[config.mk]
export PLATFORM = sky130hd
export DESIGN_NAME = bp_be_fma_sched_flat
export DESIGN_NICKNAME = d
export VERILOG_FILES = /design/src/rtl/bp_be_fma_sched_if.sv /design/src/rtl/bp_be_fma_sched.sv /design/src/flat_wrapper.sv
export SDC_FILE = /design/constraint.sdc
export NUM_CORES = 1
export LEC_CHECK = 0
export BUFFER_PORTS_ARGS = -buffer_cell sky130_fd_sc_hd__buf_2
export CELL_PAD_IN_SITES_DETAIL_PLACEMENT = 1
export CELL_PAD_IN_SITES_GLOBAL_PLACEMENT = 2
export CORE_UTILIZATION = 29
export DETAILED_ROUTE_END_ITERATION = 7
export PLACE_DENSITY = 0.73
export REMOVE_ABC_BUFFERS = 1
export SYNTH_ARGS = -nofsm -noshare
export SYNTH_HDL_FRONTEND = slang
export SYNTH_SLANG_ARGS = --single-unit
[constraint.sdc]
create_clock -name clk_i -period 1.38 [get_ports clk_i]
set_input_delay 0.138 -clock clk_i [delete_from_list [all_inputs] [get_ports clk_i]]
set_output_delay 0.138 -clock clk_i [all_outputs]
set_load 0.03 [all_outputs]
[src/rtl/bp_be_fma_sched_if.sv]
// Issue/writeback handshake bundle between the BE calculator and the
// shared FP/IMUL multiply-add scheduler.
interface bp_be_fma_sched_if;
  logic imul_req_i;
  logic fma_req_i;
  logic flush_i;
  logic frm_w_req_i;
  logic imul_gnt_o;
  logic fma_gnt_o;
  logic frm_w_gnt_o;
  logic wb_v_o;
  logic wb_is_fma_o;
  logic wb_kill_o;
  logic idle_o;

  modport master (
    output imul_req_i, fma_req_i, flush_i, frm_w_req_i,
    input  imul_gnt_o, fma_gnt_o, frm_w_gnt_o,
    input  wb_v_o, wb_is_fma_o, wb_kill_o, idle_o
  );

  modport slave (
    input  imul_req_i, fma_req_i, flush_i, frm_w_req_i,
    output imul_gnt_o, fma_gnt_o, frm_w_gnt_o,
    output wb_v_o, wb_is_fma_o, wb_kill_o, idle_o
  );
endinterface

[src/rtl/bp_be_fma_sched.sv]
// Issue scheduler and result-bus arbiter for the shared multiply-add pipe.
// Slot k of each vector describes the bus k cycles from now.
module bp_be_fma_sched #(
  parameter int imul_latency_p = 4,
  parameter int fma_latency_p  = 5
) (
  input logic clk_i,
  input logic reset_n_i,
  bp_be_fma_sched_if.slave io
);
  localparam int slots_lp =
    ((imul_latency_p > fma_latency_p) ?
      imul_latency_p : fma_latency_p) + 1;

  logic [slots_lp-1:0] r_occ;
  logic [slots_lp-1:0] r_fma;
  logic [slots_lp-1:0] r_poison;
  logic                r_rr_last;

  logic [slots_lp-1:0] w_occ_n;
  logic [slots_lp-1:0] w_fma_n;
  logic [slots_lp-1:0] w_poison_n;
  logic                w_rr_last_n;

  logic w_imul_ok;
  logic w_fma_ok;
  logic w_imul_gnt;
  logic w_fma_gnt;
  logic w_fma_inflight;

  always_comb begin
    w_imul_ok = io.imul_req_i
              & ~r_occ[imul_latency_p]
              & ~io.flush_i;
    w_fma_ok  = io.fma_req_i
              & ~r_occ[fma_latency_p]
              & ~io.flush_i
              & ~io.frm_w_req_i;
    // On a tie the requester that did not win last time goes first
    w_imul_gnt = reset_n_i & w_imul_ok
               & (~w_fma_ok | ~r_rr_last);
    w_fma_gnt  = reset_n_i & w_fma_ok
               & (~w_imul_ok | r_rr_last);
    w_fma_inflight = |(r_occ & r_fma);
  end

  always_comb begin
    w_occ_n     = r_occ >> 1;
    w_fma_n     = r_fma >> 1;
    w_poison_n  = io.flush_i ?
                  ((r_occ | r_poison) >> 1) :
                  (r_poison >> 1);
    w_rr_last_n = r_rr_last;
    if (w_imul_gnt) begin
      w_occ_n[imul_latency_p-1]    = 1'b1;
      w_fma_n[imul_latency_p-1]    = 1'b0;
      w_poison_n[imul_latency_p-1] = 1'b0;
      w_rr_last_n                  = 1'b1;
    end
    if (w_fma_gnt) begin
      w_occ_n[fma_latency_p-1]    = 1'b1;
      w_fma_n[fma_latency_p-1]    = 1'b1;
      w_poison_n[fma_latency_p-1] = 1'b0;
      w_rr_last_n                 = 1'b0;
    end
  end

  always_ff @(posedge clk_i) begin
    if (!reset_n_i) begin
      r_occ     <= '0;
      r_fma     <= '0;
      r_poison  <= '0;
      r_rr_last <= 1'b1;
    end else begin
      r_occ     <= w_occ_n;
      r_fma     <= w_fma_n;
      r_poison  <= w_poison_n;
      r_rr_last <= w_rr_last_n;
    end
  end

  assign io.imul_gnt_o  = w_imul_gnt;
  assign io.fma_gnt_o   = w_fma_gnt;
  assign io.frm_w_gnt_o = reset_n_i
                        & io.frm_w_req_i
                        & ~w_fma_inflight;
  assign io.wb_v_o      = reset_n_i & r_occ[0] & ~r_poison[0];
  assign io.wb_kill_o   = reset_n_i & r_occ[0] & r_poison[0];
  assign io.wb_is_fma_o = reset_n_i & r_fma[0];
  assign io.idle_o      = ~reset_n_i | ~|r_occ;
endmodule

[src/flat_wrapper.sv]
// flat-port wrapper written by rule: the top's interface ports become plain ports
module bp_be_fma_sched_flat 
#(
  parameter int imul_latency_p = 4,
  parameter int fma_latency_p  = 5
)
  (clk_i, reset_n_i, io_imul_req_i, io_fma_req_i, io_flush_i, io_frm_w_req_i, io_imul_gnt_o, io_fma_gnt_o, io_frm_w_gnt_o, io_wb_v_o, io_wb_is_fma_o, io_wb_kill_o, io_idle_o);
  bp_be_fma_sched_if io_i ();
  input logic clk_i;
  input logic reset_n_i;
  input wire logic [$bits(io_i.imul_req_i)-1:0] io_imul_req_i;
  input wire logic [$bits(io_i.fma_req_i)-1:0] io_fma_req_i;
  input wire logic [$bits(io_i.flush_i)-1:0] io_flush_i;
  input wire logic [$bits(io_i.frm_w_req_i)-1:0] io_frm_w_req_i;
  output wire logic [$bits(io_i.imul_gnt_o)-1:0] io_imul_gnt_o;
  output wire logic [$bits(io_i.fma_gnt_o)-1:0] io_fma_gnt_o;
  output wire logic [$bits(io_i.frm_w_gnt_o)-1:0] io_frm_w_gnt_o;
  output wire logic [$bits(io_i.wb_v_o)-1:0] io_wb_v_o;
  output wire logic [$bits(io_i.wb_is_fma_o)-1:0] io_wb_is_fma_o;
  output wire logic [$bits(io_i.wb_kill_o)-1:0] io_wb_kill_o;
  output wire logic [$bits(io_i.idle_o)-1:0] io_idle_o;
  assign io_i.imul_req_i = io_imul_req_i;
  assign io_i.fma_req_i = io_fma_req_i;
  assign io_i.flush_i = io_flush_i;
  assign io_i.frm_w_req_i = io_frm_w_req_i;
  assign io_imul_gnt_o = io_i.imul_gnt_o;
  assign io_fma_gnt_o = io_i.fma_gnt_o;
  assign io_frm_w_gnt_o = io_i.frm_w_gnt_o;
  assign io_wb_v_o = io_i.wb_v_o;
  assign io_wb_is_fma_o = io_i.wb_is_fma_o;
  assign io_wb_kill_o = io_i.wb_kill_o;
  assign io_idle_o = io_i.idle_o;
  bp_be_fma_sched #(.imul_latency_p(imul_latency_p), .fma_latency_p(fma_latency_p)) u_core (.clk_i(clk_i), .reset_n_i(reset_n_i), .io(io_i));
endmodule
==> run summary <==
Status
- **outcome** finished, violations left
- **violations in the final reports** setup timing

Logic synthesis
- **top flip-flop cell by instance count after synthesis** sky130_fd_sc_hd__dfxtp_1
- **mux cell area share after synthesis** 0%
- **largest family of logic cells by synthesized area** simple AND/OR/NAND/NOR gates
- **number of different library cells in the post-synthesis netlist** 26
- **number of cells produced by synthesis** 52
- **flop and latch count out of synthesis** 14
- **fraction of the mapped netlist area in adder cells** 0%
- **leading cell type by number of instances after synthesis** sky130_fd_sc_hd__dfxtp_1
- **post-synthesis instance area** 536 sq um
- **total number of yosys warnings** 0
- **mean area per synthesized cell** 10.3 sq um
- **number of enable-type register cells in the synthesized netlist** 0
- **parity-gate share of the synthesized area counting xor and xnor cells** 0%
- **Seq/Total Area, Yosys** 52.3%
- **dominant cells by area after synthesis** sky130_fd_sc_hd__dfxtp_1 (52%), sky130_fd_sc_hd__and2_1 (8.2%), sky130_fd_sc_hd__nor2b_1 (3.5%)
- **Commonest cells post-synth** sky130_fd_sc_hd__dfxtp_1 (14), sky130_fd_sc_hd__and2_1 (7), sky130_fd_sc_hd__a21oi_1 (3), sky130_fd_sc_hd__nor2b_1 (3)
- **simple-gate share of the synthesized area** 31.5%
- **post-synthesis cell type with the largest combined area** sky130_fd_sc_hd__dfxtp_1
- **compound-cell area share of the yosys netlist** 13.8%
- **top cell type's share of synthesized area** 52.3%
- **Post-synth ARST share** 0%

Timing
- **Min Clock Period, post-route** 1.56 ns
- **period utilization** 113%
- **max-slew violation count** 0
- **Setup WS post-layout** -0.179 ns
- **worst setup skew after layout** 0.00130 ns
- **count of endpoints failing hold in the final timing report** 0
- **pin slew with the least headroom to its limit** 0.214 ns
- **Highest Clock Rate** 0.641 GHz
- **setup violators final** 2
- **worst hold slack after final layout** 0.110 ns
- **remaining max-slew budget at the tightest pin** 85.6%
- **setup repair after global routing missed its margin** yes

Pwr
- **power per unit of standard cell area** 1060 nW/um^2
- **P_leak** 0.334 nW
- **part of the power in combinational logic** 11.5%
- **switching part of the total power** 23.6%
- **VDD IR max** 0.419 mV
- **share of power burned in the clock network** 36.9%
- **internal portion of total power** 0.000617 W
- **overall power consumption** 0.000808 W
- **switching component of the power** 0.000190 W
- **part of the power in registers** 51.6%

Detailed routing
- **Detailed Routing Iterations Pass 1** 2
- **overall via count from detail_route** 440
- **count of unresolved DRC violations after routing** 0
- **post-DR wirelength/cell** 12.0 microns
- **Routed Antenna Nets** 0
- **Total Routed Length** 1150 microns
- **violation count after the first detailed-routing iteration** 3
- **mean number of vias per cell** 4.58

Min path
- **startpoint of the lowest-slack hold path** reset_n_i
- **class of the tightest hold or removal check** input pin to register

CTS
- **CTS H-tree depth** 1
- **TritonCTS Sinks** 14
- **clock slew seen by the registers of the worst setup and hold paths** 0.09 ns
- **buffer type at the clock tree root** sky130_fd_sc_hd__clkbuf_4
- **clock network latency to the later pin of the worst-skew pair** 0.28 ns
- **CTS tree** yes
- **clock buffers created by TritonCTS** 3
- **hold-fix buffer count after cts** 0
- **Max Buffers Root-to-Sink** 2

Critical path
- **critical path startpoint** u_core.r_occ[2]$_SDFF_PN0_
- **RR Startpoint** u_core.r_rr_last$_SDFFE_PN1P_
- **critical path arrival** 1.42 ns
- **Critical Path Start Type** register
- **category of the worst setup path capture point** output port
- **kind of critical path** register to output port
- **WP data required** 1.24 ns
- **largest fanout on the critical path** 4

Floorplan
- **Die W** 45.0 microns
- **Total Die Area** 2020 sq um
- **placeable core region** 1730 sq um
- **die height** 45.0 microns
- **# rows** 15
- **effective utilization at floorplan** 31.0%
- **count of boundary I/O pins** 13

Layout
- **area occupied by multi-input gates** 282 sq um
- **Layout Area Growth over Synthesis** 42.8%
- **area taken by flip-flops and latches** 295 sq um
- **Fill cells** 208
- **area of all placed cells without fillers** 764 sq um
- **NumNets Final** 78
- **fraction of final layout cells with drive strength greater than 1** 54.9%
- **number of antenna repair diodes** 0

Run
- **count of maximum capacitance violations** 0

Placed design
- **HPWL reported at the end of detailed placement** 789 microns
- **worst slack at placement** 0.0879 ns
- **area of placed instances** 626 sq um
- **routability congestion estimate from global placement** 0.648
- **number of port buffers** 12

Global routing
- **total routing usage reported by global routing** 13.6%
- **via count of the first global-routing pass** 422
- **initial antenna violation count** 0
- **first-pass GRT wire length** 1900 microns
- **remaining global-route overflow** 0
- **maximum number of pins on one net before global-route repair** 15

logic make-up (layout without fill, tap and decap cells):
| kind of cell | Yosys count | after routing |
|---|---|---|
| DFF | 14 | 14 |
| and+or+nand+nor | 25 | 25 |
| buffers and inverters | 3 | 22 |
| AOI/OAI and AO/OA | 10 | 10 |
flip-flops by register name, indices dropped and copies added (netlist names):
register	cells
u_core.r_fma	4
u_core.r_occ	5
u_core.r_poison	4
u_core.r_rr_last	1
worst max-delay path, cell delays in order, from the launching register on:
cell,delay (ns)
sky130_fd_sc_hd__dfxtp_2,0.34
sky130_fd_sc_hd__or4_4,0.52
sky130_fd_sc_hd__o21ai_2,0.14
sky130_fd_sc_hd__buf_6,0.14
cells in the final DEF (no fill, tap or decap), types with 3 or more instances in the layout:
master / instances
sky130_fd_sc_hd__and2_1: 7
sky130_fd_sc_hd__a21oi_1: 3
sky130_fd_sc_hd__buf_6: 3
sky130_fd_sc_hd__buf_2: 9
sky130_fd_sc_hd__dfxtp_1: 6
sky130_fd_sc_hd__dfxtp_2: 6
sky130_fd_sc_hd__buf_4: 5
sky130_fd_sc_hd__clkbuf_4: 3
sky130_fd_sc_hd__nor2b_1: 3
power by group through the flow:
stage	Clock, W	Sequential [W]	Combinational, W
2_1_floorplan	0	0.000428	0.0000382
3_3_place_gp	0	0.000430	0.0000667
3_5_place_dp	0	0.000430	0.0000678
4_1_cts	0.000304	0.000421	0.0000820
5_1_grt	0.000329	0.000418	0.000102
6_report	0.000298	0.000417	0.0000928
what timing repair did:
| item | in CTS | in global routing |
|---|---|---|
| setup buffers | 1 | 3 |
| resized for setup | 14 | 8 |
| pin swaps | 3 | 2 |
| setup endpoints to repair | 3 | 3 |
| cloned | 0 | 0 |
per-layer routing:
| layer | wire length [microns] | part of all wire (%) | GRT usage, % |
|---|---|---|---|
| met2 | 524 | 46 | 20.0 |
| met1 | 571 | 50 | 18.1 |
| met3 | 39 | 3.4 | 3.60 |
| met4 | 15 | 1.3 | 7.27 |
| met5 | 0 | 0 | 0 |
per-stage QoR:
step / TNS, ns / cells / utilization, %
6_report: -0.187 / 96 / 44.3
5_1_grt: -0.380 / 96 / 44.3
4_1_cts: -0.314 / 93 / 41.5
3_5_place_dp: 0 / 88 / 36.2
3_3_place_gp: 0 / 88 / 36.2
2_1_floorplan: -0.592 / 50 / -
worst paths after layout:
check / end / slack (ns) / cells past startpoint
max: io_idle_o / -0.18 / 3
min: u_core.r_rr_last$_SDFFE_PN1P_ / 0.11 / 2
max reg2reg: u_core.r_rr_last$_SDFFE_PN1P_ / 0.40 / 3
min reg2reg: u_core.r_poison[0]$_SDFF_PN0_ / 0.47 / 2
final cells by class:
cell class	instances	area share, %
Clock buffer	4	4.75
Timing Repair Buffer	17	15.2
Inverter	1	0.491
Sequential cell	14	38.6
Multi-Input combinational cell	35	36.8
Tap cell	25	4.09
Note: power is estimated with default switching activity, not from simulation.
